[src/rtl/bus_arbiter_per_if.sv]
// Peripheral bus arbiter signal bundle: three master ports, the switch-side port and the grant vector.
interface bus_arbiter_per_if;
  logic        m0_stb_i, m1_stb_i, m2_stb_i;
  logic        m0_we_i,  m1_we_i,  m2_we_i;
  logic [31:0] m0_adr_i, m1_adr_i, m2_adr_i;
  logic [31:0] m0_dat_i, m1_dat_i, m2_dat_i;
  logic [3:0]  m0_sel_i, m1_sel_i, m2_sel_i;
  logic [31:0] m0_dat_o, m1_dat_o, m2_dat_o;
  logic        m0_ack_o, m1_ack_o, m2_ack_o;
  logic        m0_err_o, m1_err_o, m2_err_o;
  logic        s_stb_o;
  logic        s_we_o;
  logic [31:0] s_adr_o;
  logic [31:0] s_dat_o;
  logic [3:0]  s_sel_o;
  logic [31:0] s_dat_i;
  logic        s_ack_i;
  logic        s_adr_err_i;
  logic [2:0]  grant_o;

  // Arbiter view: takes master requests and switch responses.
  modport slave (
    input  m0_stb_i, m1_stb_i, m2_stb_i, m0_we_i, m1_we_i, m2_we_i,
    input  m0_adr_i, m1_adr_i, m2_adr_i, m0_dat_i, m1_dat_i, m2_dat_i,
    input  m0_sel_i, m1_sel_i, m2_sel_i,
    output m0_dat_o, m1_dat_o, m2_dat_o, m0_ack_o, m1_ack_o, m2_ack_o,
    output m0_err_o, m1_err_o, m2_err_o,
    output s_stb_o, s_we_o, s_adr_o, s_dat_o, s_sel_o,
    input  s_dat_i, s_ack_i, s_adr_err_i,
    output grant_o
  );

  // Environment view: masters plus the switch.
  modport master (
    output m0_stb_i, m1_stb_i, m2_stb_i, m0_we_i, m1_we_i, m2_we_i,
    output m0_adr_i, m1_adr_i, m2_adr_i, m0_dat_i, m1_dat_i, m2_dat_i,
    output m0_sel_i, m1_sel_i, m2_sel_i,
    input  m0_dat_o, m1_dat_o, m2_dat_o, m0_ack_o, m1_ack_o, m2_ack_o,
    input  m0_err_o, m1_err_o, m2_err_o,
    input  s_stb_o, s_we_o, s_adr_o, s_dat_o, s_sel_o,
    output s_dat_i, s_ack_i, s_adr_err_i,
    input  grant_o
  );
endinterface

[src/rtl/bus_arbiter_per.sv]
// Three-master round-robin arbiter for the peripheral bus switch, with a per-transaction
// watchdog and address-error passthrough as master error terminations.
module bus_arbiter_per #(
  parameter int unsigned TO_W    = 8,
  parameter int unsigned TIMEOUT = 255
) (
  input  logic               clk_i,
  input  logic               rst_i,
  bus_arbiter_per_if.slave   bus
);

  localparam logic [0:0] IDLE = 1'b0;
  localparam logic [0:0] BUSY = 1'b1;
  localparam logic [TO_W-1:0] CNT_LAST = TO_W'(TIMEOUT - 1);

  logic [0:0]      state_q, state_d;
  logic [2:0]      grant_q, grant_d;
  logic [1:0]      last_q, last_d;
  logic [TO_W-1:0] cnt_q, cnt_d;

  logic [2:0]  stb_c, we_c;
  logic [31:0] adr_c [3];
  logic [31:0] dat_c [3];
  logic [3:0]  sel_c [3];

  assign stb_c    = {bus.m2_stb_i, bus.m1_stb_i, bus.m0_stb_i};
  assign we_c     = {bus.m2_we_i, bus.m1_we_i, bus.m0_we_i};
  assign adr_c[0] = bus.m0_adr_i;
  assign adr_c[1] = bus.m1_adr_i;
  assign adr_c[2] = bus.m2_adr_i;
  assign dat_c[0] = bus.m0_dat_i;
  assign dat_c[1] = bus.m1_dat_i;
  assign dat_c[2] = bus.m2_dat_i;
  assign sel_c[0] = bus.m0_sel_i;
  assign sel_c[1] = bus.m1_sel_i;
  assign sel_c[2] = bus.m2_sel_i;

  // Reset gates every combinational output so a reset mid-transfer never terminates it.
  logic busy_c, gstb_c, timeout_c, ack_hit_c, err_hit_c;
  assign busy_c    = (state_q == BUSY) && !rst_i;
  assign gstb_c    = |(grant_q & stb_c);
  assign timeout_c = (cnt_q == CNT_LAST);
  assign ack_hit_c = busy_c && gstb_c && bus.s_ack_i;
  assign err_hit_c = busy_c && gstb_c && !bus.s_ack_i && (bus.s_adr_err_i || timeout_c);

  // Rotating search starting just after the last granted master.
  logic [1:0] pick_c;
  logic       found_c;
  always_comb begin : arb
    logic [1:0] idx;
    pick_c  = 2'd0;
    found_c = 1'b0;
    idx     = last_q;
    for (int k = 0; k < 3; k++) begin
      idx = (idx == 2'd2) ? 2'd0 : idx + 2'd1;
      if (!found_c && stb_c[idx]) begin
        found_c = 1'b1;
        pick_c  = idx;
      end
    end
  end

  // One-hot AND-OR mux of the granted master onto the switch port.
  logic        we_m;
  logic [31:0] adr_m, dat_m;
  logic [3:0]  sel_m;
  always_comb begin
    we_m  = 1'b0;
    adr_m = '0;
    dat_m = '0;
    sel_m = '0;
    for (int i = 0; i < 3; i++) begin
      if (grant_q[i]) begin
        we_m  = we_m | we_c[i];
        adr_m = adr_m | adr_c[i];
        dat_m = dat_m | dat_c[i];
        sel_m = sel_m | sel_c[i];
      end
    end
  end

  assign bus.s_stb_o = busy_c && gstb_c;
  assign bus.s_we_o  = busy_c && we_m;
  assign bus.s_adr_o = busy_c ? adr_m : '0;
  assign bus.s_dat_o = busy_c ? dat_m : '0;
  assign bus.s_sel_o = busy_c ? sel_m : '0;

  assign bus.m0_ack_o = ack_hit_c && grant_q[0];
  assign bus.m1_ack_o = ack_hit_c && grant_q[1];
  assign bus.m2_ack_o = ack_hit_c && grant_q[2];
  assign bus.m0_err_o = err_hit_c && grant_q[0];
  assign bus.m1_err_o = err_hit_c && grant_q[1];
  assign bus.m2_err_o = err_hit_c && grant_q[2];

  assign bus.m0_dat_o = bus.s_dat_i;
  assign bus.m1_dat_o = bus.s_dat_i;
  assign bus.m2_dat_o = bus.s_dat_i;
  assign bus.grant_o  = grant_q & {3{!rst_i}};

  always_comb begin
    state_d = state_q;
    grant_d = grant_q;
    last_d  = last_q;
    cnt_d   = cnt_q;
    case (state_q)
      IDLE: begin
        if (found_c) begin
          state_d = BUSY;
          grant_d = 3'b001 << pick_c;
          last_d  = pick_c;
          cnt_d   = '0;
        end
      end
      BUSY: begin
        if (!gstb_c || bus.s_ack_i || bus.s_adr_err_i || timeout_c) begin
          state_d = IDLE;
          grant_d = 3'b000;
        end else begin
          cnt_d = cnt_q + TO_W'(1);
        end
      end
      default: begin
        state_d = IDLE;
        grant_d = 3'b000;
      end
    endcase
  end

  always_ff @(posedge clk_i) begin
    if (rst_i) begin
      state_q <= IDLE;
      grant_q <= 3'b000;
      last_q  <= 2'd2;
      cnt_q   <= '0;
    end else begin
      state_q <= state_d;
      grant_q <= grant_d;
      last_q  <= last_d;
      cnt_q   <= cnt_d;
    end
  end

endmodule

[src/flat_wrapper.sv]
// flat-port wrapper written by rule: the top's interface ports become plain ports
module bus_arbiter_per_flat 
#(
  parameter int unsigned TO_W    = 8,
  parameter int unsigned TIMEOUT = 255
)
  (clk_i, rst_i, bus_m0_stb_i, bus_m1_stb_i, bus_m2_stb_i, bus_m0_we_i, bus_m1_we_i, bus_m2_we_i, bus_m0_adr_i, bus_m1_adr_i, bus_m2_adr_i, bus_m0_dat_i, bus_m1_dat_i, bus_m2_dat_i, bus_m0_sel_i, bus_m1_sel_i, bus_m2_sel_i, bus_m0_dat_o, bus_m1_dat_o, bus_m2_dat_o, bus_m0_ack_o, bus_m1_ack_o, bus_m2_ack_o, bus_m0_err_o, bus_m1_err_o, bus_m2_err_o, bus_s_stb_o, bus_s_we_o, bus_s_adr_o, bus_s_dat_o, bus_s_sel_o, bus_s_dat_i, bus_s_ack_i, bus_s_adr_err_i, bus_grant_o);
  bus_arbiter_per_if bus_i ();
  input  logic clk_i;
  input  logic rst_i;
  input wire logic [$bits(bus_i.m0_stb_i)-1:0] bus_m0_stb_i;
  input wire logic [$bits(bus_i.m1_stb_i)-1:0] bus_m1_stb_i;
  input wire logic [$bits(bus_i.m2_stb_i)-1:0] bus_m2_stb_i;
  input wire logic [$bits(bus_i.m0_we_i)-1:0] bus_m0_we_i;
  input wire logic [$bits(bus_i.m1_we_i)-1:0] bus_m1_we_i;
  input wire logic [$bits(bus_i.m2_we_i)-1:0] bus_m2_we_i;
  input wire logic [$bits(bus_i.m0_adr_i)-1:0] bus_m0_adr_i;
  input wire logic [$bits(bus_i.m1_adr_i)-1:0] bus_m1_adr_i;
  input wire logic [$bits(bus_i.m2_adr_i)-1:0] bus_m2_adr_i;
  input wire logic [$bits(bus_i.m0_dat_i)-1:0] bus_m0_dat_i;
  input wire logic [$bits(bus_i.m1_dat_i)-1:0] bus_m1_dat_i;
  input wire logic [$bits(bus_i.m2_dat_i)-1:0] bus_m2_dat_i;
  input wire logic [$bits(bus_i.m0_sel_i)-1:0] bus_m0_sel_i;
  input wire logic [$bits(bus_i.m1_sel_i)-1:0] bus_m1_sel_i;
  input wire logic [$bits(bus_i.m2_sel_i)-1:0] bus_m2_sel_i;
  output wire logic [$bits(bus_i.m0_dat_o)-1:0] bus_m0_dat_o;
  output wire logic [$bits(bus_i.m1_dat_o)-1:0] bus_m1_dat_o;
  output wire logic [$bits(bus_i.m2_dat_o)-1:0] bus_m2_dat_o;
  output wire logic [$bits(bus_i.m0_ack_o)-1:0] bus_m0_ack_o;
  output wire logic [$bits(bus_i.m1_ack_o)-1:0] bus_m1_ack_o;
  output wire logic [$bits(bus_i.m2_ack_o)-1:0] bus_m2_ack_o;
  output wire logic [$bits(bus_i.m0_err_o)-1:0] bus_m0_err_o;
  output wire logic [$bits(bus_i.m1_err_o)-1:0] bus_m1_err_o;
  output wire logic [$bits(bus_i.m2_err_o)-1:0] bus_m2_err_o;
  output wire logic [$bits(bus_i.s_stb_o)-1:0] bus_s_stb_o;
  output wire logic [$bits(bus_i.s_we_o)-1:0] bus_s_we_o;
  output wire logic [$bits(bus_i.s_adr_o)-1:0] bus_s_adr_o;
  output wire logic [$bits(bus_i.s_dat_o)-1:0] bus_s_dat_o;
  output wire logic [$bits(bus_i.s_sel_o)-1:0] bus_s_sel_o;
  input wire logic [$bits(bus_i.s_dat_i)-1:0] bus_s_dat_i;
  input wire logic [$bits(bus_i.s_ack_i)-1:0] bus_s_ack_i;
  input wire logic [$bits(bus_i.s_adr_err_i)-1:0] bus_s_adr_err_i;
  output wire logic [$bits(bus_i.grant_o)-1:0] bus_grant_o;
  assign bus_i.m0_stb_i = bus_m0_stb_i;
  assign bus_i.m1_stb_i = bus_m1_stb_i;
  assign bus_i.m2_stb_i = bus_m2_stb_i;
  assign bus_i.m0_we_i = bus_m0_we_i;
  assign bus_i.m1_we_i = bus_m1_we_i;
  assign bus_i.m2_we_i = bus_m2_we_i;
  assign bus_i.m0_adr_i = bus_m0_adr_i;
  assign bus_i.m1_adr_i = bus_m1_adr_i;
  assign bus_i.m2_adr_i = bus_m2_adr_i;
  assign bus_i.m0_dat_i = bus_m0_dat_i;
  assign bus_i.m1_dat_i = bus_m1_dat_i;
  assign bus_i.m2_dat_i = bus_m2_dat_i;
  assign bus_i.m0_sel_i = bus_m0_sel_i;
  assign bus_i.m1_sel_i = bus_m1_sel_i;
  assign bus_i.m2_sel_i = bus_m2_sel_i;
  assign bus_m0_dat_o = bus_i.m0_dat_o;
  assign bus_m1_dat_o = bus_i.m1_dat_o;
  assign bus_m2_dat_o = bus_i.m2_dat_o;
  assign bus_m0_ack_o = bus_i.m0_ack_o;
  assign bus_m1_ack_o = bus_i.m1_ack_o;
  assign bus_m2_ack_o = bus_i.m2_ack_o;
  assign bus_m0_err_o = bus_i.m0_err_o;
  assign bus_m1_err_o = bus_i.m1_err_o;
  assign bus_m2_err_o = bus_i.m2_err_o;
  assign bus_s_stb_o = bus_i.s_stb_o;
  assign bus_s_we_o = bus_i.s_we_o;
  assign bus_s_adr_o = bus_i.s_adr_o;
  assign bus_s_dat_o = bus_i.s_dat_o;
  assign bus_s_sel_o = bus_i.s_sel_o;
  assign bus_i.s_dat_i = bus_s_dat_i;
  assign bus_i.s_ack_i = bus_s_ack_i;
  assign bus_i.s_adr_err_i = bus_s_adr_err_i;
  assign bus_grant_o = bus_i.grant_o;
  bus_arbiter_per #(.TO_W(TO_W), .TIMEOUT(TIMEOUT)) u_core (.clk_i(clk_i), .rst_i(rst_i), .bus(bus_i));
endmodule
[config.mk]
export PLATFORM = sky130hd
export DESIGN_NAME = bus_arbiter_per_flat
export DESIGN_NICKNAME = d
export VERILOG_FILES = /design/src/rtl/bus_arbiter_per_if.sv /design/src/rtl/bus_arbiter_per.sv /design/src/flat_wrapper.sv
export SDC_FILE = /design/constraint.sdc
export NUM_CORES = 1
export LEC_CHECK = 0
export ABC_AREA = 0
export ABC_CLOCK_PERIOD_IN_PS = 2200
export CORE_AREA = 8 8 158 160
export DETAILED_ROUTE_END_ITERATION = 10
export DIE_AREA = 0 0 166 168
export GPL_ROUTABILITY_DRIVEN = 1
export HOLD_SLACK_MARGIN = 0.15
export MAX_ROUTING_LAYER = met4
export PLACE_DENSITY_LB_ADDON = 0.15
export SYNTH_ARGS = -nofsm -noshare
export SYNTH_HDL_FRONTEND = slang
export SYNTH_SLANG_ARGS = --single-unit
[constraint.sdc]
create_clock -name clk_i -period 2.2 [get_ports clk_i]
set_input_delay 0.44 -clock clk_i [delete_from_list [all_inputs] [get_ports clk_i]]
set_output_delay 0.44 -clock clk_i [all_outputs]
set_load 0.05 [all_outputs]
==> summary.md <==
| Metric | Value |
|---|---|
| Run status | `complete, no violations` |
| Placed Instances | `830` |
| Hold WS | `0.488 ns` |
| FF/Latch Area | `292 um2` |
| Multiplexer area fraction after synthesis | `0` |
| Adder-cell share of the synthesized area | `0.00992` |
| Async S/R FF share, synth | `0` |
| Top-count cell post-synth | `buf_4` |
| Pint | `1.12 mW` |
| Crit path cell chain | `buf_6 > a222oi_1 > buf_4 > nor2_4 > and3_4 > buf_12` |
| Hold_buf cts | `0` |
| Die ar. | `27900 um2` |
| Worst slew margin | `0.560` |
| Cell count after synthesis | `357` |
| Number of remaining DRC errors | `0` |
| GR Util All Layers | `0.130` |
| Synth area leader | `buf_4` |
| Mean Syn Cell Area | `7.07 um2` |
| Layout cell share with drive strength beyond 1 | `0.297` |
| I/O pin cnt | `421` |
| Routability Congestion | `0.747` |
| DIE WIDTH | `166 um` |
| Syn_nets | `605` |
| Diodes inserted | `0` |
| Max_cap viols | `0` |
| Top cells by area, synth | `buf_4 29%, a222oi_1 28%, dfxtp_1 11%, nor2_1 11%, clkbuf_1 4.2%` |
| # port buffers | `292` |
| Worst path required time | `1.76 ns` |
| Fin cells | `844` |
| Largest net degree at the start of global routing | `40` |
| CP Capture Type | `primary output` |
| Row cnt | `55` |
| Total power | `1.67 mW` |
| Post-synthesis compound-gate area fraction | `0.345` |
| Slowest cell on the critical path | `a222oi_1` |
| Gate power share | `0.634` |
| FILL cells | `2326` |
| Post-route cell area | `6440 um2` |
| NumNets Final | `809` |
| CP startpoint kind | `flip-flop` |
| Crit path arrival time | `1.75 ns` |
| Max Root-Sink Buffers | `2` |
| Hold Path Class | `flip-flop to flip-flop` |
| Critical path buffers and inverters | `3` |
| Period utilization | `0.995` |
| DP Worst Slack | `-0.270 ns` |
| Initial Util | `0.113` |
| Max Fclk | `0.457 GHz` |
| Drt first-iter violations | `422` |
| RSZ-0062 raised after global routing | `yes` |
| Final clock skew | `0.00355 ns` |
| #FFs+latches synth | `14` |
| Placed cell area | `6000 um2` |
| Routed wire length | `19200 um` |
| Power Density | `259 nW/um2` |
| Core Util, Final | `0.288` |
| H-tree Lvls | `1` |
| Via-to-Cell Ratio | `4.49` |
| Min Tclk post-route | `2.19 ns` |
| Worst-Margin Slew | `0.660 ns` |
| Net Switching | `0.547 mW` |
| CTS tree | `done` |
| Root buf cell | `clkbuf_16` |
| First-pass GRT wire length | `27400 um` |
| Sw Ratio | `0.327` |
| Synth Area in Simple Gates | `0.193` |
| Synthesis Warnings | `0` |
| CTS Buf Count | `3` |
| First-pass DRT Iterations | `9` |
| CP max stage delay | `0.43 ns` |
| Largest family of logic cells by synthesized area | `compound AO/OA/AOI/OAI gates` |
| Worst-path clk slew | `0.05 ns` |
| Post-Synth XOR/XNOR Area | `0` |
| Dpl hpwl | `14800 um` |
| Worst IR drop on VDD | `0.000285 V` |
| WL per Instance | `22.7 um` |
| Total gr overflow | `0` |
| Post-synth EDFFs | `0` |
| P&R area growth vs syn | `155%` |
| Core Area | `22400 um2` |
| Slew Viols, Final | `0` |
| Setup violators final | `0` |
| Multi-input gate area | `1530 um2` |
| Clock power frac | `0.204` |
| Yosys cell types | `28` |
| Yosys top cell area share | `0.286` |
| Num Clock Sinks | `14` |
| CP delay by family, top | `buffers and inverters` |
| DR vias | `3792` |
| Lkg Pwr | `2.21 nW` |
| Most used DFF post-synth | `dfxtp_1` |
| Overall die height | `168 um` |
| Final worst setup slack | `0.0117 ns` |
| Initial antenna violation count | `0` |
| ANT nets after route | `0` |
| Class of the most critical setup path | `flip-flop to primary output` |
| Post-Syn Area | `2520 um2` |
| Setup TNS | `0 ns` |
| Sequential-to-total area share from yosys stat | `0.111` |
| Register share of total power | `0.162` |
| Number of global-route vias before repair | `4054` |
| Final Hold Fails | `0` |
| Crit-path max FO | `4` |
| Clk_lat worst skew | `0.24 ns` |
| Commonest cells in the netlist | `96 x buf_4, 72 x nor2_1, 70 x a222oi_1` |
==> what timing repair did <==
| action | CTS | global route |
|---|---|---|
| cloned | 4 | 0 |
| setup buffers | 7 | 0 |
| gates resized for setup | 52 | 15 |
| pin swaps | 7 | 8 |
| setup endpoints to repair | 79 | 56 |
==> layout by cell type, fill, tap and decap left out, types with 6 or more instances in the layout <==
cell type / count
dfxtp_1: 11
nor2_2: 32
buf_12: 83
nor2_1: 38
dlygate4sd2_1: 6
buf_6: 10
clkdlybuf4s50_1: 207
buf_4: 18
a21oi_1: 13
a222oi_1: 70
or3_1: 6
==> state kept, by name, indices dropped and copies added (netlist names) <==
register	count
u_core.cnt_q	8
u_core.grant_q	3
u_core.last_q	2
u_core.state_q	1
==> kinds of logic after synthesis <==
| kind of cell | Yosys count |
|---|---|
| AOI/OAI and AO/OA | 99 |
| adders and majority gates | 2 |
| buffers and inverters | 133 |
| DFF | 14 |
| and+or+nand+nor | 109 |
==> cell type report <==
class / instances / share of cell area
inverters: 3 / 0.00175
repair buffers: 329 / 0.648
clock buffers: 3 / 0.0116
multi-input cells: 210 / 0.238
well taps: 285 / 0.0553
flip-flops and latches: 14 / 0.0452
==> worst min-delay path: stages (launching register included) <==
cell	delay, ns
dfxtp_1	0.31
o31ai_1	0.07
a21oi_1	0.06
==> worst paths after layout <==
kind                            depth (start not counted)              start  slack [ns]              end
worst max-delay path                                    6  u_core.grant_q[0]        0.01     bus_m2_ack_o
worst min-delay path                                    2    u_core.cnt_q[7]        0.49  u_core.cnt_q[7]
worst max register to register                          7    u_core.cnt_q[0]        0.13  u_core.cnt_q[6]
worst min register to register                          2    u_core.cnt_q[7]        0.49  u_core.cnt_q[7]
==> per-layer routing <==
layer  GRT usage  wire length, um
met5           -                0
met4      0.0130               87
met2       0.231             9680
met1       0.139             7320
met3      0.0533             2110
==> power by group through the flow <==
stage / Sequential, mW / Clock [mW] / Combinational [mW]
floorplan: 0.272 / 0 / 0.795
global placement: 0.278 / 0 / 0.965
detailed placement: 0.278 / 0 / 0.971
CTS: 0.271 / 0.340 / 1.06
global route: 0.272 / 0.362 / 1.12
finish: 0.271 / 0.341 / 1.06
Power figures use the tool's default switching activity.
